[config.mk]
export PLATFORM = sky130hd
export DESIGN_NAME = pe_systolic_os_drain
export DESIGN_NICKNAME = d
export VERILOG_FILES = /design/src/rtl/pe_systolic_os_drain.sv
export SDC_FILE = /design/constraint.sdc
export NUM_CORES = 1
export LEC_CHECK = 0
export CAP_MARGIN = 20
export CORE_MARGIN = 2
export CORE_UTILIZATION = 57
export DETAILED_ROUTE_END_ITERATION = 7
export PLACE_DENSITY = 0.94
export SETUP_SLACK_MARGIN = 0.15
export SLEW_MARGIN = 20
export SYNTH_ARGS = -nofsm -noshare
export SYNTH_HDL_FRONTEND = slang
export SYNTH_SLANG_ARGS = --single-unit
[constraint.sdc]
create_clock -name clk -period 10.02 [get_ports clk]
set_input_delay 1.002 -clock clk [delete_from_list [all_inputs] [get_ports clk]]
set_output_delay 1.002 -clock clk [all_outputs]
set_load 0.01 [all_outputs]
[src/rtl/pe_systolic_os_drain.sv]
// pe_systolic_os_drain: output-stationary systolic PE with pipelined multiplier, saturating accumulation and drain chain
module pe_systolic_os_drain #(
   parameter int DATA_W   = 8,
   parameter int ACC_W    = 32,
   parameter int MUL_PIPE = 1,
   parameter int SATURATE = 1
) (
   input  logic              clk,
   input  logic              rst,
   input  logic              clear,
   input  logic              valid_in,
   input  logic              last_in,
   input  logic              signed_mode,
   input  logic [DATA_W-1:0] a_in,
   input  logic [DATA_W-1:0] b_in,
   output logic [DATA_W-1:0] a_out,
   output logic [DATA_W-1:0] b_out,
   output logic              valid_out,
   output logic              last_out,
   output logic              signed_out,
   output logic [ACC_W-1:0]  acc_out,
   output logic              done,
   output logic              ovf,
   input  logic              drain_load,
   input  logic              drain_shift,
   input  logic [ACC_W-1:0]  drain_in,
   input  logic              drain_vin,
   output logic [ACC_W-1:0]  drain_out,
   output logic              drain_vout
);
   localparam int PW = 2*DATA_W+1;
   localparam logic [1:0] IDLE = 2'd0, RUN = 2'd1, DONE = 2'd2;

   if (ACC_W < 2*DATA_W+1 || MUL_PIPE < 0 || MUL_PIPE > 2) begin : g_bad
      $error("pe_systolic_os_drain: illegal parameter combination");
   end

   logic [1:0]          state;
   logic [2*DATA_W-1:0] sprod, uprod;
   logic [PW-1:0]       prod, p_prod;
   logic                p_valid, p_last, p_signed;
   logic [ACC_W:0]      base, p_ext, sum;
   logic                ov;
   logic [ACC_W-1:0]    nxt;

   always_comb begin
      sprod = $signed({{DATA_W{a_in[DATA_W-1]}}, a_in}) * $signed({{DATA_W{b_in[DATA_W-1]}}, b_in});
      uprod = {{DATA_W{1'b0}}, a_in} * {{DATA_W{1'b0}}, b_in};
      prod  = signed_mode ? {sprod[2*DATA_W-1], sprod} : {1'b0, uprod};
   end

   if (MUL_PIPE == 0) begin : g_comb
      assign p_prod   = prod;
      assign p_valid  = valid_in;
      assign p_last   = last_in;
      assign p_signed = signed_mode;
   end else begin : g_pipe
      logic [PW-1:0]       sp [MUL_PIPE];
      logic [MUL_PIPE-1:0] sv, sl, ss;
      always_ff @(posedge clk) begin
         sp[0] <= prod;
         for (int i = 1; i < MUL_PIPE; i++) sp[i] <= sp[i-1];
         sl <= MUL_PIPE'({sl, last_in});
         ss <= MUL_PIPE'({ss, signed_mode});
         sv <= rst || clear ? '0 : MUL_PIPE'({sv, valid_in});
      end
      assign p_prod   = sp[MUL_PIPE-1];
      assign p_valid  = sv[MUL_PIPE-1];
      assign p_last   = sl[MUL_PIPE-1];
      assign p_signed = ss[MUL_PIPE-1];
   end

   // one extra bit of headroom makes overflow a simple look at the top two sum bits
   always_comb begin
      p_ext = {{(ACC_W-2*DATA_W){p_prod[PW-1]}}, p_prod};
      base  = state == RUN ? {p_signed & acc_out[ACC_W-1], acc_out} : '0;
      sum   = base + p_ext;
      ov    = p_signed ? sum[ACC_W] ^ sum[ACC_W-1] : sum[ACC_W];
      nxt   = !ov || SATURATE == 0 ? sum[ACC_W-1:0] :
              !p_signed ? '1 :
              sum[ACC_W] ? {1'b1, {(ACC_W-1){1'b0}}} : {1'b0, {(ACC_W-1){1'b1}}};
   end

   always_ff @(posedge clk) begin
      a_out      <= rst ? '0 : a_in;
      b_out      <= rst ? '0 : b_in;
      valid_out  <= rst ? 1'b0 : valid_in;
      last_out   <= rst ? 1'b0 : last_in;
      signed_out <= rst ? 1'b0 : signed_mode;
   end

   always_ff @(posedge clk) begin
      if (rst || clear) begin
         state   <= IDLE;
         acc_out <= '0;
         ovf     <= 1'b0;
      end else if (p_valid) begin
         state   <= p_last ? DONE : RUN;
         acc_out <= nxt;
         ovf     <= ov | (state == RUN && ovf);
      end
   end

   always_ff @(posedge clk) begin
      drain_out  <= rst ? '0 : drain_load ? acc_out : drain_shift ? drain_in : drain_out;
      drain_vout <= rst ? 1'b0 : drain_load ? done : drain_shift ? drain_vin : drain_vout;
   end

   assign done = state == DONE;
endmodule
==> flow_summary_export.csv, run 1 <==
group,metric,value,unit
synth,ys_async_sr_fraction,0,%
routing,wl_met2,13400,um
synth,synth_xor_xnor_area_share,4.13,%
synth,synth-compound-area-share,16.6,%
routing,drtIter0Drc,760,
power,ir_worst_vdd,0.142,mV
synth,synth_enable_flop_cells,0,
timing,final.period_utilization,58.4,%
clock_network,cts.hold.buffers_added,0,
clock_network,clkLatencyLatePin,0.37,ns
timing,slew_viol_final,0,
final_layout,finalNonFillerCells,1541,
synth,synth-seq-cells,107,
clock_network,htree_levels,3,
final_layout,nets,1544,
outcome,outcome,"completed",
die,rows,48,
power,clockPowerShare,17.0,%
place,place.gp.congestion,0.933,
power,switching_power,946,uW
clock_network,cts_tree,"built",
routing,wl_per_cell,17.3,um
final_layout,layout_commonest_cell,"inv_1",
worst_setup_path,critPathMaxFanout,18,
worst_setup_path,cp.arrival,6.11,ns
power,pwr-share-seq,23.6,%
power,swShare,44.2,%
synth,syn_avg_cell_area,8.39,um2
synth,synth.net_count,1446,
worst_setup_path,reg2reg_from,"state[0]",
global_routing,grt_usage,28.6,%
die,die_area,18900,um2
timing,worst_slew_pin_slew,1.13,ns
routing,drc_errors,0,
timing,rsz0062_at_grt,"no",
routing,drtAntennaViolNets,0,
global_routing,grt_overflow,0,
clock_network,root_buffer,"clkbuf_16",
synth,syn-cell-area,10200,um2
clock_network,cts_resized,0,
die,core_area,17400,um2
synth,ys_seq_area_share,21.1,%
timing,setup_tns,0,ns
power,internal-power,1200,uW
clock_network,cts_buffers,9,
routing,routed_wl,26700,um
synth,synth_top_family_by_area,"adder cells",
timing,max_freq,171,MHz
run,max_cap_viol_count,0,
synth,synthAdderAreaFrac,28.0,%
place,portBuffers,142,
clock_network,post_cts_buffers,0,
hold_path,hold_class,"flop to flop",
global_routing,grt_pass1_wl,42800,um
synth,synthMuxAreaShare,4.00,%
final_layout,layout_common_cells,"inv_1 (176), clkdlybuf4s50_1 (139), dfxtp_1 (107)",
final_layout,layout-area-overhead-vs-synth,17.4,%
timing,min_period,5.85,ns
die,ios,143,
timing,finalSetupViolations,0,
power,leakage,0.00558,uW
synth,yosys.cell_types.count,63,
timing,slew-limit-headroom,24.9,%
global_routing,grt_max_degree,66,
clock_network,clockBufferDepth,2,
worst_setup_path,startpoint_type,"input pin",
die,die_width,138,um
timing,fin_skew,0.0103,ns
routing,route.met3.wl,1560,um
place,dp.final_hpwl,20200,um
hold_path,min_from,"ovf",
final_layout,drive_above_1_share,5.55,%
place,placed_area,11600,um2
timing,finalHoldViolCount,0,
worst_setup_path,crit_start,"b_in[7]",
global_routing,grt_pass1_vias,8957,
synth,ys_warn_count,0,
synth,syn_inst,1213,
final_layout,final_cell_area,11900,um2
final_layout,antenna_cells,0,
routing,drt_first_pass_iters,5,
routing,top_layer,"met4",
routing,num_vias,8830,
routing,met1_length,11000,um
place,dpl.cell_count,1525,
clock_network,cts_num_sinks,107,
worst_setup_path,cp.required,10.28,ns
worst_setup_path,end_kind,"flop",
clock_network,clk_pin_slew_worst_paths,0.08,ns
worst_setup_path,path_class,"input pin to flop",
routing,vias_per_cell,5.73,
die,initial_core_util,58.6,%
die,die_h,138,um
power,power_density,179,nW/um2
power,power_frac_comb,59.4,%
global_routing,antenna_found_initial,0,
synth,yosys_most_used_dff,"dfxtp_1",
synth,yosys.area_share.simple,17.2,%
==> area by class of cell <==
| cell class | count | area, um2 |
|---|---|---|
| multi-input cells | 870 | 7110 |
| fillers | 1289 | 5420 |
| flip-flops and latches | 107 | 2140 |
| repair buffers | 147 | 1450 |
| inverters | 176 | 661 |
| well taps | 225 | 282 |
| clock buffers | 9 | 225 |
| clock inverters | 7 | 72.6 |
==> stage by stage <==
stage	hold WS, ns	utilization, %	worst slack (ns)	total power (uW)
after global placement	0.457	67.1	4.02	1690
after CTS	0.474	68.8	4.21	2130
after detailed placement	0.463	67.1	3.91	1750
after global routing	0.530	68.8	3.87	2310
final	0.479	68.8	4.17	2140
after floorplan	0.465	-	4.82	1460
==> logic make-up after synthesis <==
kind of cell,after synthesis
adders and majority gates,176
muxes,40
AOI/OAI and AO/OA,260
and+or+nand+nor,346
buffers and inverters,236
xor gates and xnor gates,48
DFF,107
==> flip-flops by register name, summed over array words and instances, names as in the netlist, 2 cells and up <==
register	cells
acc_out	32
drain_out	32
g_pipe.sp	17
state	2
b_out	8
a_out	8
==> power by group through the flow <==
stage | clock network (uW) | registers [uW] | logic [uW]
floorplan | 0 | 508 | 953
detailed placement | 0 | 513 | 1240
CTS | 366 | 504 | 1260
finish | 364 | 505 | 1270
global placement | 0 | 512 | 1170
global route | 383 | 508 | 1420
==> cells in the mapped netlist (4+ instances only) <==
library cell	count	share of area, %
inv_1	176	6.5
dfxtp_1	107	21
nor2_1	95	3.5
ha_1	90	11
fa_1	86	17
a21oi_1	74	3.6
and2_1	72	4.4
o21ai_0	67	3.3
nand2_1	62	2.3
clkbuf_1	48	1.8
nand3_1	39	1.9
xnor2_1	39	3.4
mux2i_1	35	3.4
nor2b_1	32	2.0
a21oi_2	30	2.6
a21o_1	24	1.8
a211oi_1	9	0.66
nand2b_1	9	0.55
nor3_1	9	0.44
xor2_1	9	0.77
a21boi_0	6	0.44
o211ai_1	6	0.44
o21a_1	6	0.44
buf_2	5	0.25
mux2_2	5	0.55
a211o_1	4	0.34
and3_1	4	0.25
or2_2	4	0.25
==> path summary, 6_finish.rpt <==
kind	end	slack, ns	depth (start not counted)
setup / recovery	g_pipe.sp[0][15]	4.17	17
hold / removal	ovf	0.48	2
setup reg to reg	acc_out[0]	5.15	15
hold reg to reg	ovf	0.48	2
==> per-layer routing <==
layer	vias up	GRT usage, %
met5	-	0
met4	0	10.3
met3	55	4.64
met2	319	50.6
met1	4279	35.2
li1	4177	-
==> worst max-delay path: stages <==
cell             delay, ns
clkdlybuf4s50_1       0.86
nand2_1               0.16
fa_1                  0.54
fa_1                  0.58
inv_1                 0.07
fa_1                  0.53
inv_1                 0.06
fa_1                  0.53
inv_1                 0.04
ha_1                  0.31
a21boi_0              0.15
o21ai_0               0.24
a21boi_0              0.20
o2111ai_1             0.28
nand3_1               0.14
and4b_1               0.20
a211o_1               0.21
Note: power is estimated with default switching activity, not from simulation.
==> run 2, diff against run 1 <==
Clock period 10.02 ns to 5.52 ns, I/O delays scaled along.
==> run 2 against run 1 <==
  * Cell count grew 0.91%
  * Global-route usage shrank 0.34 points
  * Critical path depth grew 1
  * Sequential cell count is the same
  * Total power grew 81%
  * Sequential share of layout area shrank 0.17 points
  * Clock power grew 80%
  * Hold slack gained 0.011 ns
  * Critical path type unchanged
  * Highest routed layer unchanged
==> flow_summary_export.csv, run 2 (synthesized netlist as in run 1, its figures left out) <==
group,metric,value,unit
timing,finalHoldViolCount,0,
global_routing,grt_max_degree,66,
final_layout,layout_commonest_cell,"inv_1",
worst_setup_path,end_kind,"flop",
final_layout,largestRegisters,"acc_out (32), drain_out (32), g_pipe.sp (17)",
routing,drtIter0Drc,691,
timing,min_period,5.11,ns
clock_network,root_buffer,"clkbuf_16",
power,leakage,0.00569,uW
worst_setup_path,crit_start,"a_in[1]",
global_routing,antenna_found_initial,0,
final_layout,layout-area-overhead-vs-synth,18.5,%
worst_setup_path,startpoint_type,"input pin",
final_layout,final_cell_area,12100,um2
die,die_h,138,um
routing,drt_first_pass_iters,5,
final_layout,utilization,69.5,%
worst_setup_path,cp.required,5.77,ns
global_routing,grt_overflow,0,
timing,rsz0062_at_grt,"no",
clock_network,cts.hold.buffers_added,0,
timing,finalSetupViolations,0,
global_routing,grt_pass1_vias,8939,
clock_network,clk_pin_slew_worst_paths,0.07,ns
die,core_area,17400,um2
die,die_width,138,um
timing,max_freq,196,MHz
clock_network,cts_num_sinks,107,
routing,routed_wl,26100,um
worst_setup_path,critPathMaxFanout,6,
routing,wl_per_cell,16.8,um
final_layout,drive_above_1_share,6.54,%
final_layout,nets,1558,
outcome,outcome,"completed",
timing,slew-limit-headroom,26.7,%
place,dp.final_hpwl,20400,um
hold_path,hold_class,"flop to flop",
clock_network,htree_levels,3,
clock_network,cts_tree,"built",
timing,worst_slew_pin_slew,1.10,ns
place,portBuffers,142,
power,ir_worst_vdd,0.213,mV
die,ios,143,
die,initial_core_util,58.6,%
global_routing,grt_pass1_wl,42700,um
routing,vias_per_cell,5.67,
timing,final.period_utilization,92.6,%
worst_setup_path,reg2reg_from,"state[0]",
hold_path,min_from,"ovf",
timing,fin_skew,0.0108,ns
final_layout,layout_common_cells,"inv_1 (176), clkdlybuf4s50_1 (135), dfxtp_1 (107)",
routing,drtAntennaViolNets,0,
worst_setup_path,path_class,"input pin to flop",
routing,num_vias,8823,
die,die_area,18900,um2
routing,drc_errors,0,
die,rows,48,
clock_network,clockBufferDepth,2,
place,placed_area,11700,um2
clock_network,clkLatencyLatePin,0.36,ns
global_routing,grt_usage,28.3,%
timing,slew_viol_final,0,
clock_network,post_cts_buffers,0,
power,power_density,322,nW/um2
clock_network,cts_buffers,9,
final_layout,antenna_cells,0,
worst_setup_path,cp.arrival,5.36,ns
clock_network,cts_resized,0,
run,max_cap_viol_count,0,
place,place.gp.congestion,0.972,
## run 2: changes by cell type in the layout (fill, tap and decap cells not counted), sizes merged
cell           previous run  this run
buf                       8        22
clkbuf                    9        12
clkdlybuf4s50           139       135
clkinv                    3         2
clkinvlp                  1         0
dlymetal6s2s              0         4
inv                     179       178
## run 2: critical path, cell delays in order
cell and delay [ns]:
clkdlybuf4s50_1 0.59, and2_1 0.21, inv_1 0.06, fa_1 0.47
fa_1 0.56, inv_1 0.06, fa_1 0.53, inv_1 0.05
fa_1 0.54, inv_1 0.04, ha_1 0.31, a21boi_0 0.25
o21ai_0 0.13, a21boi_0 0.30, o2111ai_1 0.19, nand3_1 0.12
a211oi_1 0.07, a211o_1 0.31
## run 2: cell type report
class                      count  area [um2]
fill                        1244        5300
clock inverter                 4        31.3
tap                          225         282
multi-input combinational    870        7110
timing repair buffer         161        1560
sequential                   107        2140
inverter                     176         661
clock buffer                  12         267
## run 2: metrics by stage
step	setup slack [ns]	power [uW]	cells	TNS (ns)	hold slack, ns
floorplan	0.774	2650	1213	0	0.465
global placement	0.0448	3080	1539	0	0.455
detailed placement	-0.0606	3180	1539	-0.0951	0.467
CTS	0.302	3860	1555	0	0.490
global route	0.158	4200	1555	0	0.520
finish	0.410	3880	1555	0	0.490
## run 2: metal layers
metal,vias to the layer above,share of wire [%],GRT usage (%)
met5,-,0,0
met3,54,5.4,4.49
li1,4205,-,-
met2,293,51,50.8
met1,4271,41,34.1
met4,0,2.7,10.4
## run 2: where the power goes
group	internal, uW	leakage, uW	switching [uW]
logic	997	0.00466	1310
clock network	347	0.000150	308
registers	858	0.000879	60.1
## run 2: final timing paths
check | end | slack (ns) | cells past startpoint
max | g_pipe.sp[0][15] | 0.41 | 18
min reg2reg | ovf | 0.49 | 2
min | ovf | 0.49 | 2
max reg2reg | acc_out[0] | 1.20 | 15
==> variant 1: new RTL, settings of run 2 <==
The parameter `ACC_W` goes from 32 to 48.
--- a/src/rtl/pe_systolic_os_drain.sv
+++ b/src/rtl/pe_systolic_os_drain.sv
@@ -1,7 +1,7 @@
 // pe_systolic_os_drain: output-stationary systolic PE with pipelined multiplier, saturating accumulation and drain chain
 module pe_systolic_os_drain #(
    parameter int DATA_W   = 8,
-   parameter int ACC_W    = 32,
+   parameter int ACC_W    = 48,
    parameter int MUL_PIPE = 1,
    parameter int SATURATE = 1
 ) (
Ports: changed (resized acc_out, drain_in and drain_out); port bits go from 143 to 191. No check against the original RTL was run, so the function may have changed too.
==> variant 1 against run 2 <==
- total power rose by 30%
- largest power group unchanged
- largest cell class unchanged
- count of clock-buffer cells in the layout rose by 7
- critical path type unchanged
- wire length rose by 29%
- global-route usage rose by 0.25 points
- worst setup slack got worse by 0.048 ns
- area after synthesis rose by 25%
- cell area rose by 29%
- sequential cell count rose by 32
- clock power rose by 86%
- hold slack improved by 0.050 ns
- sequential share of layout area rose by 0.18 points
==> variant 1: results (changes against run 2) <==
| Metric | Value |
|---|---|
| Final hold slack | `0.540 ns (+0.0499 ns)` |
| Regs by FF count | `acc_out (48), drain_out (48), g_pipe.sp (17)` |
| Maximum VDD drop | `0.256 mV (+20%)` |
| Area of placed instances | `0.0149 sq mm (+27%)` |
| Status | `completed` |
| Adder-Cell Fraction of Synth Area | `23.9% (-4.1 points)` |
| DRT iter0 DRCs | `636 (-8.0%)` |
| Register area share after synthesis | `21.9% (+0.80 points)` |
| Cells after DPL | `1966 (+28%)` |
| CTS H-tree lvls | `4 (+1)` |
| Worst setup path end | `g_pipe.sp[0][15]` |
| Endpoint of the lowest-slack register-to-register path | `acc_out[12]` |
| Synth Area in Compound Gates | `18.9% (+2.3 points)` |
| Drt total wl | `33700 um (+29%)` |
| CTS max path bufs | `2 (unchanged)` |
| Worst skew pair latency | `0.45 ns (+0.09 ns)` |
| Maximum fanout along the worst path | `8 (+2)` |
| Via density | `5.66 (-0.23%)` |
| Largest net degree at the start of global routing | `98 (+48%)` |
| Met1 Usage GRT | `33.1% (-1.0 points)` |
| Vias in the first global route | `11500 (+29%)` |
| Dpl ws | `-0.172 ns (-0.112 ns)` |
| Worst R2R Setup Slack | `0.81 ns (-0.39 ns)` |
| Synth cell count leaders | `nor2_1, inv_1, dfxtp_1, a21oi_1, ha_1` |
| GR Layer Usage met3 | `5.10% (+0.61 points)` |
| Cells after Synth | `1534 (+26%)` |
| Hold path start | `acc_out[41]` |
| Routed wire length per instance | `16.9 um (+0.60%)` |
| P_leak | `7.07 nW (+24%)` |
| Met2 GRT Util | `52.5% (+1.6 points)` |
| Routed metal-1 wirelength | `13600 um (+26%)` |
| XOR/XNOR Fraction of Synth Area | `4.95% (+0.82 points)` |
| Crit path launch | `b_in[2]` |
| Top post-synthesis cells by area | `dfxtp_1, fa_1, ha_1` |
| Met2 wire len | `17300 um (+31%)` |
| Routed met3 length | `1970 um (+41%)` |
| Worst endpoint data arrival time | `5.50 ns (+0.14 ns)` |
| Clock Skews | `0.0133 ns (+0.00257 ns)` |
| Num CTS Buffers | `17 (+8)` |
| GPL Wtd Cong | `0.948 (-2.4%)` |
| HPWL Detailed | `25000 um (+22%)` |
| Max incr delay on CP | `0.54 ns (-0.05 ns)` |
| Cell variety after synth | `71 (+13%)` |
| Hold EP | `drain_out[41]` |
-- variant 1: cell types whose count changed after synthesis, sizes merged, moves of 18 or more --
cell | before | now
dfxtp | 107 | 139
mux2i | 35 | 53
o21ai | 67 | 103
nor2 | 95 | 183
nand3 | 40 | 10
a21oi | 104 | 167
and2 | 72 | 91
-- variant 1: cell type report --
cell class | instances | area, sq um
inverter | 170 | 638
fill | 1541 | 6390
tap | 280 | 350
timing repair buffer | 230 | 2200
clock buffer | 19 | 453
multi-input combinational | 1147 | 8920
clock inverter | 13 | 154
sequential | 139 | 2780
-- variant 1: report_power, final --
| part | total [mW] | internal [mW] | leakage (nW) | switching, mW |
|---|---|---|---|---|
| logic | 2.69 | 1.16 | 5.65 | 1.53 |
| clock network | 1.22 | 0.701 | 0.286 | 0.520 |
| registers | 1.14 | 1.10 | 1.14 | 0.0450 |
-- variant 1: what timing repair did --
item / in CTS / in global routing
resized for setup: 0 / 6
hold buffers: 0 / 0
endpoints found under the setup margin: 0 / 3
==> variant 2: new RTL, config.mk and constraints of run 2 <==
Made on the original files. Register the input `signed_mode` before use. The logic sees it one clock later. The other inputs are not delayed to match.
--- a/src/rtl/pe_systolic_os_drain.sv
+++ b/src/rtl/pe_systolic_os_drain.sv
@@ -31,6 +31,12 @@
    localparam int PW = 2*DATA_W+1;
    localparam logic [1:0] IDLE = 2'd0, RUN = 2'd1, DONE = 2'd2;
 
+   logic signed_mode_q;
+
+   always_ff @(posedge clk) begin
+      signed_mode_q <= signed_mode;
+   end
+
    if (ACC_W < 2*DATA_W+1 || MUL_PIPE < 0 || MUL_PIPE > 2) begin : g_bad
       $error("pe_systolic_os_drain: illegal parameter combination");
    end
@@ -46,14 +52,14 @@
    always_comb begin
       sprod = $signed({{DATA_W{a_in[DATA_W-1]}}, a_in}) * $signed({{DATA_W{b_in[DATA_W-1]}}, b_in});
       uprod = {{DATA_W{1'b0}}, a_in} * {{DATA_W{1'b0}}, b_in};
-      prod  = signed_mode ? {sprod[2*DATA_W-1], sprod} : {1'b0, uprod};
+      prod  = signed_mode_q ? {sprod[2*DATA_W-1], sprod} : {1'b0, uprod};
    end
 
    if (MUL_PIPE == 0) begin : g_comb
       assign p_prod   = prod;
       assign p_valid  = valid_in;
       assign p_last   = last_in;
-      assign p_signed = signed_mode;
+      assign p_signed = signed_mode_q;
    end else begin : g_pipe
       logic [PW-1:0]       sp [MUL_PIPE];
       logic [MUL_PIPE-1:0] sv, sl, ss;
@@ -61,7 +67,7 @@
          sp[0] <= prod;
          for (int i = 1; i < MUL_PIPE; i++) sp[i] <= sp[i-1];
          sl <= MUL_PIPE'({sl, last_in});
-         ss <= MUL_PIPE'({ss, signed_mode});
+         ss <= MUL_PIPE'({ss, signed_mode_q});
          sv <= rst || clear ? '0 : MUL_PIPE'({sv, valid_in});
       end
       assign p_prod   = sp[MUL_PIPE-1];
@@ -86,7 +92,7 @@
       b_out      <= rst ? '0 : b_in;
       valid_out  <= rst ? 1'b0 : valid_in;
       last_out   <= rst ? 1'b0 : last_in;
-      signed_out <= rst ? 1'b0 : signed_mode;
+      signed_out <= rst ? 1'b0 : signed_mode_q;
    end
 
    always_ff @(posedge clk) begin
Check against the original RTL: not equivalent (a bounded check fails within 4 cycles, from zero or initial values and one cycle with rst high).
==> variant 2 against run 2 <==
- sequential cell count rose by 1
- worst setup slack better by 0.0017 ns
- largest power group unchanged
- cell count hardly changed
- total power is essentially flat
- cell area rose by 0.11%
- synthesized cell count about the same
- core utilization is 0.16 points lower
- area after synthesis is 0.20% higher
- maximum frequency is essentially flat
- critical endpoint is now g_pipe.sp[0][14]
- wire length is 0.24% higher
- non-clock buffer count decreased by 2
- via count fell by 1.6%
- critical path depth grew 1
==> variant 2: results (changes against run 2) <==
| Metric | Value |
|---|---|
| Status | `completed` |
| Register area share after synthesis | `21.2% (+0.16 points)` |
| Maximum VDD drop | `0.192 mV (-9.6%)` |
| CTS max path bufs | `2 (unchanged)` |
| Crit path launch | `b_in[3]` |
| GPL Wtd Cong | `0.937 (-3.6%)` |
| GRT Util Overall | `28.6% (+0.28 points)` |
| Drt first pass iters | `5 (unchanged)` |
| Routed wire length per instance | `16.8 um (+0.31%)` |
| Post-Syn Nets | `1447 (+0.069%)` |
| Worst endpoint data arrival time | `5.39 ns (+0.03 ns)` |
| Avg Inst Size Synth | `8.40 sq um (+0.11%)` |
| Share of synthesized registers carrying an async set or reset | `0% (unchanged)` |
| Regs by FF count | `acc_out (32), drain_out (32), g_pipe.sp (17)` |
| Vias in the first global route | `9164 (+2.5%)` |
| Cell variety after synth | `63 (unchanged)` |
| Clock tree root buffer cell | `clkbuf_16` |
| # fillers | `1312 (+5.5%)` |
| CTS H-tree lvls | `3 (unchanged)` |
| First-pass GRT wire length | `43100 um (+1.1%)` |
| P_leak | `5.70 nW (+0.18%)` |
| Worst R2R Setup Slack | `1.13 ns (-0.07 ns)` |
| Initial antenna violation count | `0 (unchanged)` |
| Fin cells | `1554 (-0.064%)` |
| Slew headroom | `28.6% (+1.9 points)` |
| Layout cell share with drive strength beyond 1 | `6.40% (-0.15 points)` |
| Maximum fanout along the worst path | `5 (-1)` |
| Top post-synthesis cells by area | `dfxtp_1, fa_1, ha_1` |
| Largest net degree at the start of global routing | `66 (unchanged)` |
| DR vias | `8683 (-1.6%)` |
| CTS clk-pin slew, worst paths | `0.08 ns` |
| Endpoint of the lowest-slack register-to-register path | `acc_out[0]` |
| Port buffer count | `142 (unchanged)` |
| Num CTS Buffers | `9 (unchanged)` |
| Ys Warns | `0 (unchanged)` |
| Synth cell count leaders | `inv_1, dfxtp_1, nor2_1, ha_1, fa_1` |
| Worst setup path end | `g_pipe.sp[0][14]` |
| R2r worst-path depth | `15 (unchanged)` |
| Clock Skews | `0.0130 ns (+0.00223 ns)` |
| Area of placed instances | `0.0118 sq mm (about the same)` |
| HPWL Detailed | `20600 um (+1.3%)` |
| DRT iter0 DRCs | `517 (-25%)` |
| Cells after DPL | `1538 (-0.065%)` |
| # diodes | `0 (unchanged)` |
| Worst skew pair latency | `0.36 ns (about the same)` |
| Worst r2r src | `state[0]` |
variant 2: worst max-delay path, cell delays in order:
cell and delay, ns:
clkdlybuf4s50_1 0.57, nand2_1 0.12, fa_1 0.42, inv_1 0.14, fa_1 0.45, fa_1 0.55, inv_1 0.06, fa_1 0.53
inv_1 0.04, ha_1 0.33, nor2b_1 0.15, o21ai_0 0.21, a21boi_0 0.16, o21ai_1 0.19, a21boi_0 0.14, o21ai_0 0.24
a21oi_1 0.13, o211a_1 0.23, nor3_1 0.17
variant 2: stage by stage:
stage	util [%]	worst slack, ns
after floorplan	-	0.774
after global placement	67.5	0.101
after detailed placement	67.5	-0.160
after CTS	69.2	0.195
after global routing	69.3	0.168
final	69.3	0.411
variant 2: final cells by class:
type | count | share of cell area [%]
Multi-Input combinational cell | 870 | 58.9
Sequential cell | 108 | 17.9
Timing Repair Buffer | 159 | 12.8
Inverter | 176 | 5.47
Tap cell | 225 | 2.33
Clock buffer | 9 | 1.87
Clock inverter | 7 | 0.653
variant 2: how the worst min path moves through the flow:
stage	startpoint	end	slack (ns)
CTS	ovf	ovf	0.48
floorplan	signed_mode_q	g_pipe.ss	0.37
finish	ovf	ovf	0.48
global route	ovf	ovf	0.51
detailed placement	ovf	ovf	0.47
global placement	ovf	ovf	0.46
variant 2: cell families after synthesis:
group / share of synthesized area (%)
AOI/OAI and AO/OA: 16.6
xor gates and xnor gates: 4.12
adders and majority gates: 27.9
buffers and inverters: 9.01
DFF: 21.2
muxes: 3.99
and+or+nand+nor: 17.1
variant 2: repair_timing:
action	4_1_cts	5_1_grt
endpoints found under the hold margin	0	0
setup buffers	0	0
gates resized for setup	0	7
setup endpoints to repair	0	5
variant 2: layer usage:
layer	global-route usage, %	part of all wire [%]	vias up
met5	0	0	-
met4	11.0	3.0	0
met3	4.53	4.8	77
met2	51.3	51	281
met1	34.3	42	4108
li1	-	-	4217
variant 2: report_power, final:
part	total, mW	switching [mW]	internal (mW)
combinational	2.28	1.29	0.993
clock	0.675	0.316	0.359
sequential	0.928	0.0623	0.866
